## src/rtl/mat_mem_uart_tx.sv

```systemverilog
// ---------------------------------------------------------------------------
// mat_mem_uart_tx
//
// Dumps a ROWS x COLS result matrix held in a synchronous-read RAM onto a
// UART TX pin. A rising edge on read_R_mat walks the memory in row-major
// order. Each element is split into bytes, most significant byte first, and
// each byte is sent as an 8N1 frame. An optional delimiter byte can follow
// every row.
//
// Ports
//   clk         system clock
//   rst         asynchronous, active-low reset
//   read_R_mat  start request; a rising edge starts one full matrix dump
//   mem_addr    result memory read address (registered)
//   mem_rdata   result memory data, valid one cycle after mem_addr
//   tx_data     UART serial line, idle high (registered)
//   tx_status   high while a dump is in progress (registered)
//   done        one-cycle pulse after the final stop bit (registered)
// ---------------------------------------------------------------------------
module mat_mem_uart_tx #(
    parameter int          ROWS         = 2,
    parameter int          COLS         = 2,
    parameter int          ELEM_W       = 16,
    parameter int          ADDR_W       = 4,
    parameter int          CLKS_PER_BIT = 10416,
    parameter int          ROW_DELIM_EN = 0,
    parameter logic [7:0]  DELIM_BYTE   = 8'h0A
) (
    input  logic              clk,
    input  logic              rst,
    input  logic              read_R_mat,
    output logic [ADDR_W-1:0] mem_addr,
    input  logic [ELEM_W-1:0] mem_rdata,
    output logic              tx_data,
    output logic              tx_status,
    output logic              done
);

    localparam int NB       = (ELEM_W + 7) / 8;
    localparam int BUF_W    = NB * 8;
    localparam int CNT_W    = (CLKS_PER_BIT > 1) ? $clog2(CLKS_PER_BIT) : 1;
    localparam int BIDX_W   = (NB > 1) ? $clog2(NB) : 1;
    localparam int COL_W    = (COLS > 1) ? $clog2(COLS) : 1;
    localparam int NUM_ELEM = ROWS * COLS;

    localparam logic [CNT_W-1:0]  CNT_LAST  = CNT_W'(CLKS_PER_BIT - 1);
    localparam logic [BIDX_W-1:0] BYTE_TOP  = BIDX_W'(NB - 1);
    localparam logic [COL_W-1:0]  COL_LAST  = COL_W'(COLS - 1);
    localparam logic [ADDR_W-1:0] LAST_ELEM = ADDR_W'(NUM_ELEM - 1);

    // Bit positions inside one frame: 0 = start, 1..8 = data, 9 = stop.
    localparam logic [3:0] STOP_POS = 4'd9;

    typedef enum logic [2:0] {
        S_IDLE   = 3'd0,
        S_FETCH  = 3'd1,
        S_WAIT   = 3'd2,
        S_LOAD   = 3'd3,
        S_FRAME  = 3'd4,
        S_FINISH = 3'd5
    } state_t;

    state_t             state_q, state_d;
    logic               read_R_mat_q;
    logic [ADDR_W-1:0]  elem_q, elem_d;
    logic [COL_W-1:0]   col_q, col_d;
    logic [BIDX_W-1:0]  byte_idx_q, byte_idx_d;
    logic [CNT_W-1:0]   bit_cnt_q, bit_cnt_d;
    logic [3:0]         bit_idx_q, bit_idx_d;
    logic [BUF_W-1:0]   shift_buf_q, shift_buf_d;
    logic               delim_q, delim_d;
    logic               tx_data_q, tx_data_d;
    logic               tx_status_q, tx_status_d;
    logic               done_q, done_d;

    logic               start_s;
    logic               col_last_s;
    logic [7:0]         frame_byte_s;

    // Pick byte number idx (0 = least significant) out of the element buffer.
    function automatic logic [7:0] sel_byte(input logic [BUF_W-1:0] b,
                                            input logic [BIDX_W-1:0] idx);
        logic [BUF_W-1:0] s;
        s = b >> {idx, 3'b000};
        return s[7:0];
    endfunction

    // Line level for a given frame position: start low, data LSB first, stop high.
    function automatic logic line_bit(input logic [3:0] pos, input logic [7:0] b);
        logic v;
        case (pos)
            4'd0:    v = 1'b0;
            4'd1:    v = b[0];
            4'd2:    v = b[1];
            4'd3:    v = b[2];
            4'd4:    v = b[3];
            4'd5:    v = b[4];
            4'd6:    v = b[5];
            4'd7:    v = b[6];
            4'd8:    v = b[7];
            default: v = 1'b1;
        endcase
        return v;
    endfunction

    assign start_s    = read_R_mat & ~read_R_mat_q;
    assign col_last_s = (col_q == COL_LAST);

    // State register plus all datapath and output flops.
    always_ff @(posedge clk or negedge rst) begin
        if (!rst) begin
            state_q      <= S_IDLE;
            read_R_mat_q <= 1'b0;
            elem_q       <= {ADDR_W{1'b0}};
            col_q        <= {COL_W{1'b0}};
            byte_idx_q   <= {BIDX_W{1'b0}};
            bit_cnt_q    <= {CNT_W{1'b0}};
            bit_idx_q    <= 4'd0;
            shift_buf_q  <= {BUF_W{1'b0}};
            delim_q      <= 1'b0;
            tx_data_q    <= 1'b1;
            tx_status_q  <= 1'b0;
            done_q       <= 1'b0;
        end else begin
            state_q      <= state_d;
            read_R_mat_q <= read_R_mat;
            elem_q       <= elem_d;
            col_q        <= col_d;
            byte_idx_q   <= byte_idx_d;
            bit_cnt_q    <= bit_cnt_d;
            bit_idx_q    <= bit_idx_d;
            shift_buf_q  <= shift_buf_d;
            delim_q      <= delim_d;
            tx_data_q    <= tx_data_d;
            tx_status_q  <= tx_status_d;
            done_q       <= done_d;
        end
    end

    // Next-state and datapath update. The next-byte / delimiter / next-element
    // decision is taken in the last cycle of the stop bit so frames of one
    // element follow each other without an idle gap.
    always_comb begin
        state_d     = state_q;
        elem_d      = elem_q;
        col_d       = col_q;
        byte_idx_d  = byte_idx_q;
        bit_cnt_d   = bit_cnt_q;
        bit_idx_d   = bit_idx_q;
        shift_buf_d = shift_buf_q;
        delim_d     = delim_q;
        case (state_q)
            S_IDLE: begin
                if (start_s) begin
                    state_d = S_FETCH;
                    elem_d  = {ADDR_W{1'b0}};
                    col_d   = {COL_W{1'b0}};
                end else begin
                    state_d = S_IDLE;
                end
            end
            S_FETCH: begin
                state_d = S_WAIT;
            end
            S_WAIT: begin
                state_d = S_LOAD;
            end
            S_LOAD: begin
                shift_buf_d = BUF_W'(mem_rdata);
                byte_idx_d  = BYTE_TOP;
                delim_d     = 1'b0;
                bit_cnt_d   = {CNT_W{1'b0}};
                bit_idx_d   = 4'd0;
                state_d     = S_FRAME;
            end
            S_FRAME: begin
                if (bit_cnt_q != CNT_LAST) begin
                    bit_cnt_d = bit_cnt_q + CNT_W'(1);
                end else begin
                    bit_cnt_d = {CNT_W{1'b0}};
                    if (bit_idx_q != STOP_POS) begin
                        bit_idx_d = bit_idx_q + 4'd1;
                    end else begin
                        bit_idx_d = 4'd0;
                        if (!delim_q && (byte_idx_q != {BIDX_W{1'b0}})) begin
                            byte_idx_d = byte_idx_q - BIDX_W'(1);
                        end else if (!delim_q && (ROW_DELIM_EN != 0) && col_last_s) begin
                            delim_d = 1'b1;
                        end else if (elem_q != LAST_ELEM) begin
                            elem_d  = elem_q + ADDR_W'(1);
                            col_d   = col_last_s ? {COL_W{1'b0}} : (col_q + COL_W'(1));
                            state_d = S_FETCH;
                        end else begin
                            state_d = S_FINISH;
                        end
                    end
                end
            end
            S_FINISH: begin
                state_d = S_IDLE;
            end
            default: begin
                state_d = S_IDLE;
            end
        endcase
    end

    // Output decode from the next state so the registered line tracks the
    // frame state cycle-for-cycle.
    always_comb begin
        frame_byte_s = 8'h00;
        tx_data_d    = 1'b1;
        tx_status_d  = (state_d != S_IDLE) && (state_d != S_FINISH);
        done_d       = (state_d == S_FINISH);
        if (state_d == S_FRAME) begin
            frame_byte_s = delim_d ? DELIM_BYTE : sel_byte(shift_buf_d, byte_idx_d);
            tx_data_d    = line_bit(bit_idx_d, frame_byte_s);
        end else begin
            tx_data_d    = 1'b1;
        end
    end

    assign mem_addr  = elem_q;
    assign tx_data   = tx_data_q;
    assign tx_status = tx_status_q;
    assign done      = done_q;

endmodule

```

## config.mk

```make
export PLATFORM = sky130hd
export DESIGN_NAME = mat_mem_uart_tx
export DESIGN_NICKNAME = d
export VERILOG_FILES = /design/src/rtl/mat_mem_uart_tx.sv
export SDC_FILE = /design/constraint.sdc
export NUM_CORES = 1
export LEC_CHECK = 0
export BUFFER_PORTS_ARGS = -buffer_cell sky130_fd_sc_hd__buf_2
export CAP_MARGIN = 10
export CORE_AREA = 2 2 73 75
export CTS_CLUSTER_DIAMETER = 80
export CTS_CLUSTER_SIZE = 20
export DETAILED_ROUTE_END_ITERATION = 16
export DIE_AREA = 0 0 75 77
export PLACE_DENSITY = 0.68
export REMOVE_ABC_BUFFERS = 1
export SLEW_MARGIN = 0
export SYNTH_ARGS = -nofsm -noshare
export SYNTH_HDL_FRONTEND = slang
export SYNTH_SLANG_ARGS = --single-unit
export TNS_END_PERCENT = 30
```

## constraint.sdc

```tcl
create_clock -name clk -period 3.75 [get_ports clk]
set_input_delay 0.1875 -clock clk [delete_from_list [all_inputs] [get_ports clk]]
set_output_delay 0.1875 -clock clk [all_outputs]
set_load 0.01 [all_outputs]
```

==> results of run 1 <==
cells in the final DEF (no fill, tap or decap), types with 6 or more instances in the layout:
cell and n:
mux2i_1 9, o21ai_0 22, buf_2 25, inv_1 7
mux2_2 9, nand4_1 8, clkbuf_8 6, nand2_1 45
dfrtp_1 46, nor2_1 18
power by group:
group,internal (mW),total (mW),switching [mW]
Combinational,0.230,0.518,0.288
Sequential,0.642,0.722,0.0808
Clock,0.149,0.313,0.164
path summary, 6_finish.rpt:
| path | from | end | slack (ns) |
|---|---|---|---|
| max in group asynchronous | rst | shift_buf_q[3] | 3.04 |
| max reg2reg | bit_cnt_q[9] | tx_data | 0.68 |
| max | bit_cnt_q[9] | tx_data | 0.68 |
| min in group clk | mem_rdata[4] | shift_buf_q[4] | 0.08 |
| min | rst | bit_cnt_q[0] | 0.07 |
| min reg2reg | shift_buf_q[5] | shift_buf_q[5] | 0.49 |
state kept, by name, summed over array words and instances (netlist names):
signal / cells
delim_q: 1
byte_idx_q: 1
shift_buf_q: 16
state_q: 3
read_R_mat_q: 1
bit_cnt_q: 14
bit_idx_q: 4
tx_data: 1
done: 1
tx_status: 1
mem_addr: 4
critical path: cells and delay by family (launching register included):
family,cells,cell delay [ns]
AO/OA/AOI/OAI,3,0.93
multiplexers,2,0.49
AND/OR/NAND/NOR,2,1.14
flip-flops,1,0.43
final cells by class:
cell class,instances,area (µm²)
Fill cell,460,2280
Sequential cell,47,1180
Multi-Input combinational cell,186,1140
Timing Repair Buffer,31,173
Tap cell,70,87.6
Clock buffer,7,86.3
Inverter,7,26.3
Clock inverter,1,5.00
per-layer routing:
metal	global-route usage (%)	share of wire, %	vias up	wire, µm
li1	-	-	950	-
met1	26.2	46	929	2260
met2	29.1	48	46	2390
met3	5.39	5.0	8	248
met4	5.36	1.0	0	50
met5	0	0	-	0
kinds of logic after synthesis:
kind of cell / share of synthesized area [%]
buffers and inverters: 3.29
muxes: 8.61
and+or+nand+nor: 21.5
DFF: 49.1
adders and majority gates: 1.04
AOI/OAI and AO/OA: 14.6
xor gates and xnor gates: 1.83
what timing repair did:
item                                   4_1_cts  5_1_grt
gates resized for setup                      0        0
endpoints found under the hold margin        1        0
setup buffers                                0        0
hold buffers                                 1        0
==> summary.txt, run 1 <==
Synthesis
  • Top cell type's share of synthesized area: 48.0%
  • Ys flop type: dfrtp_1
  • Seq cells post-synth: 47
  • Mean Syn Cell Area: 9.59 µm²
  • Most common cell in the netlist: dfrtp_1
  • Post-synth ARST share: 100%
  • Largest cells by area after synthesis: dfrtp_1, nand2_1, o21ai_0
  • Mapped Area: 2400 µm²
  • Largest area contributor in the netlist: dfrtp_1
  • Commonest cells in the netlist: dfrtp_1, nand2_1, o21ai_0
  • Synth Instances: 250
  • Synth warn: 0
  • Number of synthesized flops with an enable pin: 0
  • Fraction of the yosys area taken by sequential cells: 49.1%
  • Yosys cell types: 46

Drt
  • Iteration-0 DRC Markers: 199
  • Via count: 1933
  • Vias per cell: 5.54
  • Routed Antenna Nets: 0
  • Routed len/inst: 14.2 µm
  • Pre-antenna DRT Iters: 4
  • DRC violation count after routing: 0
  • Final wirelength: 4950 µm

Finish
  • Fin util: 54.2%
  • Non-Filler Instances: 349
  • Final net count: 299
  • ANT cells: 0
  • Share of layout cells above drive strength 1: 19.0%
  • P&R area growth vs syn: 12.5%
  • Final instance area: 2700 µm²

Power
  • Peak supply drop: 219 µV
  • Final Power: 1.55 mW
  • PwrDens: 576 nW/µm²
  • Leakage: 1.25 nW

Timing
  • Final worst slack: 0.680 ns
  • Final clock period utilization by the worst path: 81.9%
  • Max Freq: 326 MHz
  • Count of final hold-check violations: 0
  • Slew @ Worst Pin: 1.05 ns
  • Slew Limit Fails: 0
  • Minimum clock period: 3.07 ns
  • Clock Skew: 0.00367 ns
  • Final setup viols: 0
  • RSZ-0062 raised after global routing: no
  • Hold_ws: 0.0738 ns
  • Final setup TNS: 0 ns
  • Slew margin rel.: 30.3%

Critical path
  • Critical Path Max Stage Delay: 0.60 ns
  • CP Data Arrival Time: 3.28 ns
  • Crit path max fanout: 11
  • Kind of critical path: reg -> reg
  • Crit end category: register
  • Setup crit start kind: register
  • CP cell instances: or4b_1, or4_4, o32a_1, mux2_4, a211o_1, mux2i_1, o211ai_1
  • Reg2Reg Depth: 7
  • CP max-delay cell: or4_4
  • CP required: 3.96 ns

Status
  • Outcome: complete, no violations

Global routing
  • Congestion Overflow GR: 0
  • Pin count of the biggest net entering global routing: 48
  • Vias in the first global route: 1861
  • First-pass GRT wire length: 8570 µm
  • Initial antenna violation count: 0
  • Total routing usage reported by global routing: 19.0%

Min path
  • Worst hold path class: in -> async

Clock network
  • Htree depth: 2
  • Cts bufs inserted: 5
  • Maximum root-to-sink buffer count: 2
  • Clk_lat worst skew: 0.30 ns
  • Clock transition at the registers of the reported paths: 0.08 ns
  • Clk sinks: 47
  • Clock root cell: clkbuf_8
  • CTS tree: done

Floorplanning
  • Area of the die: 5780 µm²
  • Placeable Area: 4980 µm²
  • Die Y: 77 µm
  • Site Rows: 26
  • Die Wd: 75 µm
  • I/O Pins: 26
  • Initial Util: 48.2%

Placed design
  • # port buffers: 25
  • Pre-CTS setup slack: 0.690 ns
  • RePlAce Congestion: 0.924
  • Hpwl dp: 3560 µm
  • DP Area: 2600 µm²
  • Placed instance count: 340

Flow run
  • Max cap viols: 0
Power figures use the tool's default switching activity.
==> run 2, diff against run 1 <==
--- a/config.mk
+++ b/config.mk
@@ -12,7 +12,7 @@
 export CTS_CLUSTER_SIZE = 20
 export DETAILED_ROUTE_END_ITERATION = 16
 export DIE_AREA = 0 0 75 77
-export PLACE_DENSITY = 0.68
+export PLACE_DENSITY = 0.7
 export REMOVE_ABC_BUFFERS = 1
 export SLEW_MARGIN = 0
 export SYNTH_ARGS = -nofsm -noshare
==> constraint.sdc (replaced) <==
create_clock -name clk -period 2.61 [get_ports clk]
set_input_delay 0.1305 -clock clk [delete_from_list [all_inputs] [get_ports clk]]
set_output_delay 0.1305 -clock clk [all_outputs]
set_load 0.01 [all_outputs]
==> run 2 against run 1 <==
Against the previous run:
- wire length rose by 4.6%
- sequential share of layout area fell by 2.4 points
- clock power rose by 37%
- first-iteration DRC count fell by 33%
- sequential power rose by 43%
- utilization rose by 3.1 points
- clock-buffer cell count did not move
- non-clock buffer count rose by 20
- critical path type unchanged
==> summary.txt, run 2 (synthesis results as in run 1) <==
Status
  • Outcome: complete, no violations

Placed design
  • # port buffers: 25
  • Hpwl dp: 3760 µm
  • RePlAce Congestion: 0.947
  • DP Area: 2730 µm²

Floorplanning
  • I/O Pins: 26
  • Placeable Area: 4980 µm²
  • Die Wd: 75 µm
  • Initial Util: 48.2%
  • Die Y: 77 µm
  • Site Rows: 26
  • Area of the die: 5780 µm²

Finish
  • Share of layout cells above drive strength 1: 24.7%
  • Max FFs per register: 16
  • ANT cells: 0
  • P&R area growth vs syn: 19.0%
  • Commonest cells after routing, fill and taps aside: dfrtp_1, nand2_1, buf_2, buf_4, o21ai_0
  • Final instance area: 2850 µm²
  • Largest regs: shift_buf_q (16), bit_cnt_q (14)
  • Top reg by flops: shift_buf_q
  • Fin util: 57.3%
  • Commonest non-fill, non-tap cell in the layout: dfrtp_1
  • FILL cells: 442
  • Final net count: 319

Critical path
  • CP max-delay cell: or4b_4
  • CP cell instances: or4b_4, or4_4, o32a_1, mux2_4, a211o_1, mux2i_1, o211ai_1
  • CP required: 2.83 ns
  • Setup crit start kind: register
  • CP Data Arrival Time: 2.82 ns
  • Crit path max fanout: 3
  • Kind of critical path: reg -> reg
  • Crit end category: register
  • Critical Path Max Stage Delay: 0.54 ns

Clock network
  • Cts bufs inserted: 5
  • Clk_lat worst skew: 0.30 ns
  • CTS tree: done
  • Clk sinks: 47
  • Clock transition at the registers of the reported paths: 0.09 ns
  • Maximum root-to-sink buffer count: 2
  • Htree depth: 2
  • Clock root cell: clkbuf_8

Power
  • Leakage: 1.35 nW
  • Sw Share: 34.8%
  • PwrDens: 789 nW/µm²
  • Switching power: 0.783 mW
  • Power share of the clock group: 19.0%
  • P_int: 1.47 mW
  • Combinational group share of total power: 35.0%
  • Peak supply drop: 331 µV
  • Seq pwr share: 46.0%

Timing
  • Hold_ws: 0.000442 ns
  • Clock Skew: 0.0135 ns
  • Slew margin rel.: 30.8%
  • RSZ-0062 raised after global routing: yes
  • Slew Limit Fails: 0
  • Max Freq: 385 MHz
  • Final setup viols: 0
  • Final clock period utilization by the worst path: 99.5%
  • Count of final hold-check violations: 0
  • Minimum clock period: 2.60 ns
  • Slew @ Worst Pin: 1.04 ns

Global routing
  • First-pass GRT wire length: 8570 µm
  • Pin count of the biggest net entering global routing: 48
  • Initial antenna violation count: 0
  • Total routing usage reported by global routing: 19.2%
  • Congestion Overflow GR: 0
  • Vias in the first global route: 1873

Drt
  • Pre-antenna DRT Iters: 4
  • Final wirelength: 5180 µm
  • Via count: 2017
  • Iteration-0 DRC Markers: 134
  • DRC violation count after routing: 0
  • Routed Antenna Nets: 0
  • Routed len/inst: 14.0 µm
  • Vias per cell: 5.47

Flow run
  • Max cap viols: 0

Min path
  • Worst hold path class: in -> async
run 2: changes by cell type in the layout (fill, tap and decap cells not counted):
cell | previous run | this run
buf_4 | 5 | 24
buf_6 | 0 | 1
clkbuf_1 | 1 | 2
clkbuf_8 | 6 | 5
nor4_1 | 4 | 3
nor4_2 | 0 | 1
or3b_2 | 1 | 0
or3b_4 | 0 | 1
or4b_1 | 1 | 0
or4b_4 | 0 | 1
run 2: path summary, 6_finish.rpt:
kind / from / endpoint / slack, ns / cells after the start
worst min register to register: shift_buf_q[0] / shift_buf_q[0] / 0.48 / 2
worst max register to register: bit_cnt_q[10] / tx_data / 0.01 / 7
min in group clk: mem_rdata[5] / shift_buf_q[5] / 0.01 / 3
worst max-delay path: bit_cnt_q[10] / tx_data / 0.01 / 7
max in group asynchronous: rst / bit_cnt_q[8] / 1.96 / 1
worst min-delay path: rst / shift_buf_q[15] / 0.0004 / 1
run 2: per-layer routing:
| layer | up-vias | global-route usage (%) | wire length, µm |
|---|---|---|---|
| met2 | 49 | 29.7 | 2510 |
| met1 | 972 | 26.7 | 2400 |
| li1 | 988 | - | - |
| met4 | 0 | 6.25 | 70 |
| met5 | - | 0 | 0 |
| met3 | 8 | 3.55 | 194 |
run 2: power groups by stage:
stage	logic [mW]	registers, mW	clock network (mW)
4_1_cts	0.791	1.04	0.441
2_1_floorplan	0.514	1.04	0
3_3_place_gp	0.767	1.04	0
6_report	0.788	1.03	0.429
3_5_place_dp	0.787	1.05	0
5_1_grt	0.880	1.06	0.479
run 2: metrics by stage:
stage	total power, mW	instances	setup WS [ns]	TNS, ns
floorplan	1.55	240	-0.297	-0.297
global placement	1.81	358	-0.108	-0.108
detailed placement	1.84	358	-0.141	-0.141
CTS	2.27	369	0.0255	0
global route	2.42	369	-0.0886	-0.0886
finish	2.25	369	0.0129	0
run 2: layout make-up:
class                      instances  area, µm²  area share (%)
timing repair buffer              51        327            11.4
clock inverter                     1       5.00           0.175
inverter                           7       26.3           0.921
multi-input combinational        186       1150            40.5
sequential                        47       1180            41.3
clock buffer                       7       76.3            2.67
tap                               70       87.6            3.07
run 2: worst max-delay path: cells and delay by family, from the launching register on:
kind / cells / cell delay [ns]
flops: 1 / 0.39
compound gates: 3 / 0.71
simple gates: 2 / 0.99
mux: 2 / 0.44
run 2: repair_timing:
action                     CTS  global route
pin swaps                    7             1
hold endpoints to repair     1             0
hold buffers                 1             0
setup buffers                2             0
gates resized for setup      1             3
cloned                       0             0
setup endpoints to repair    1             1
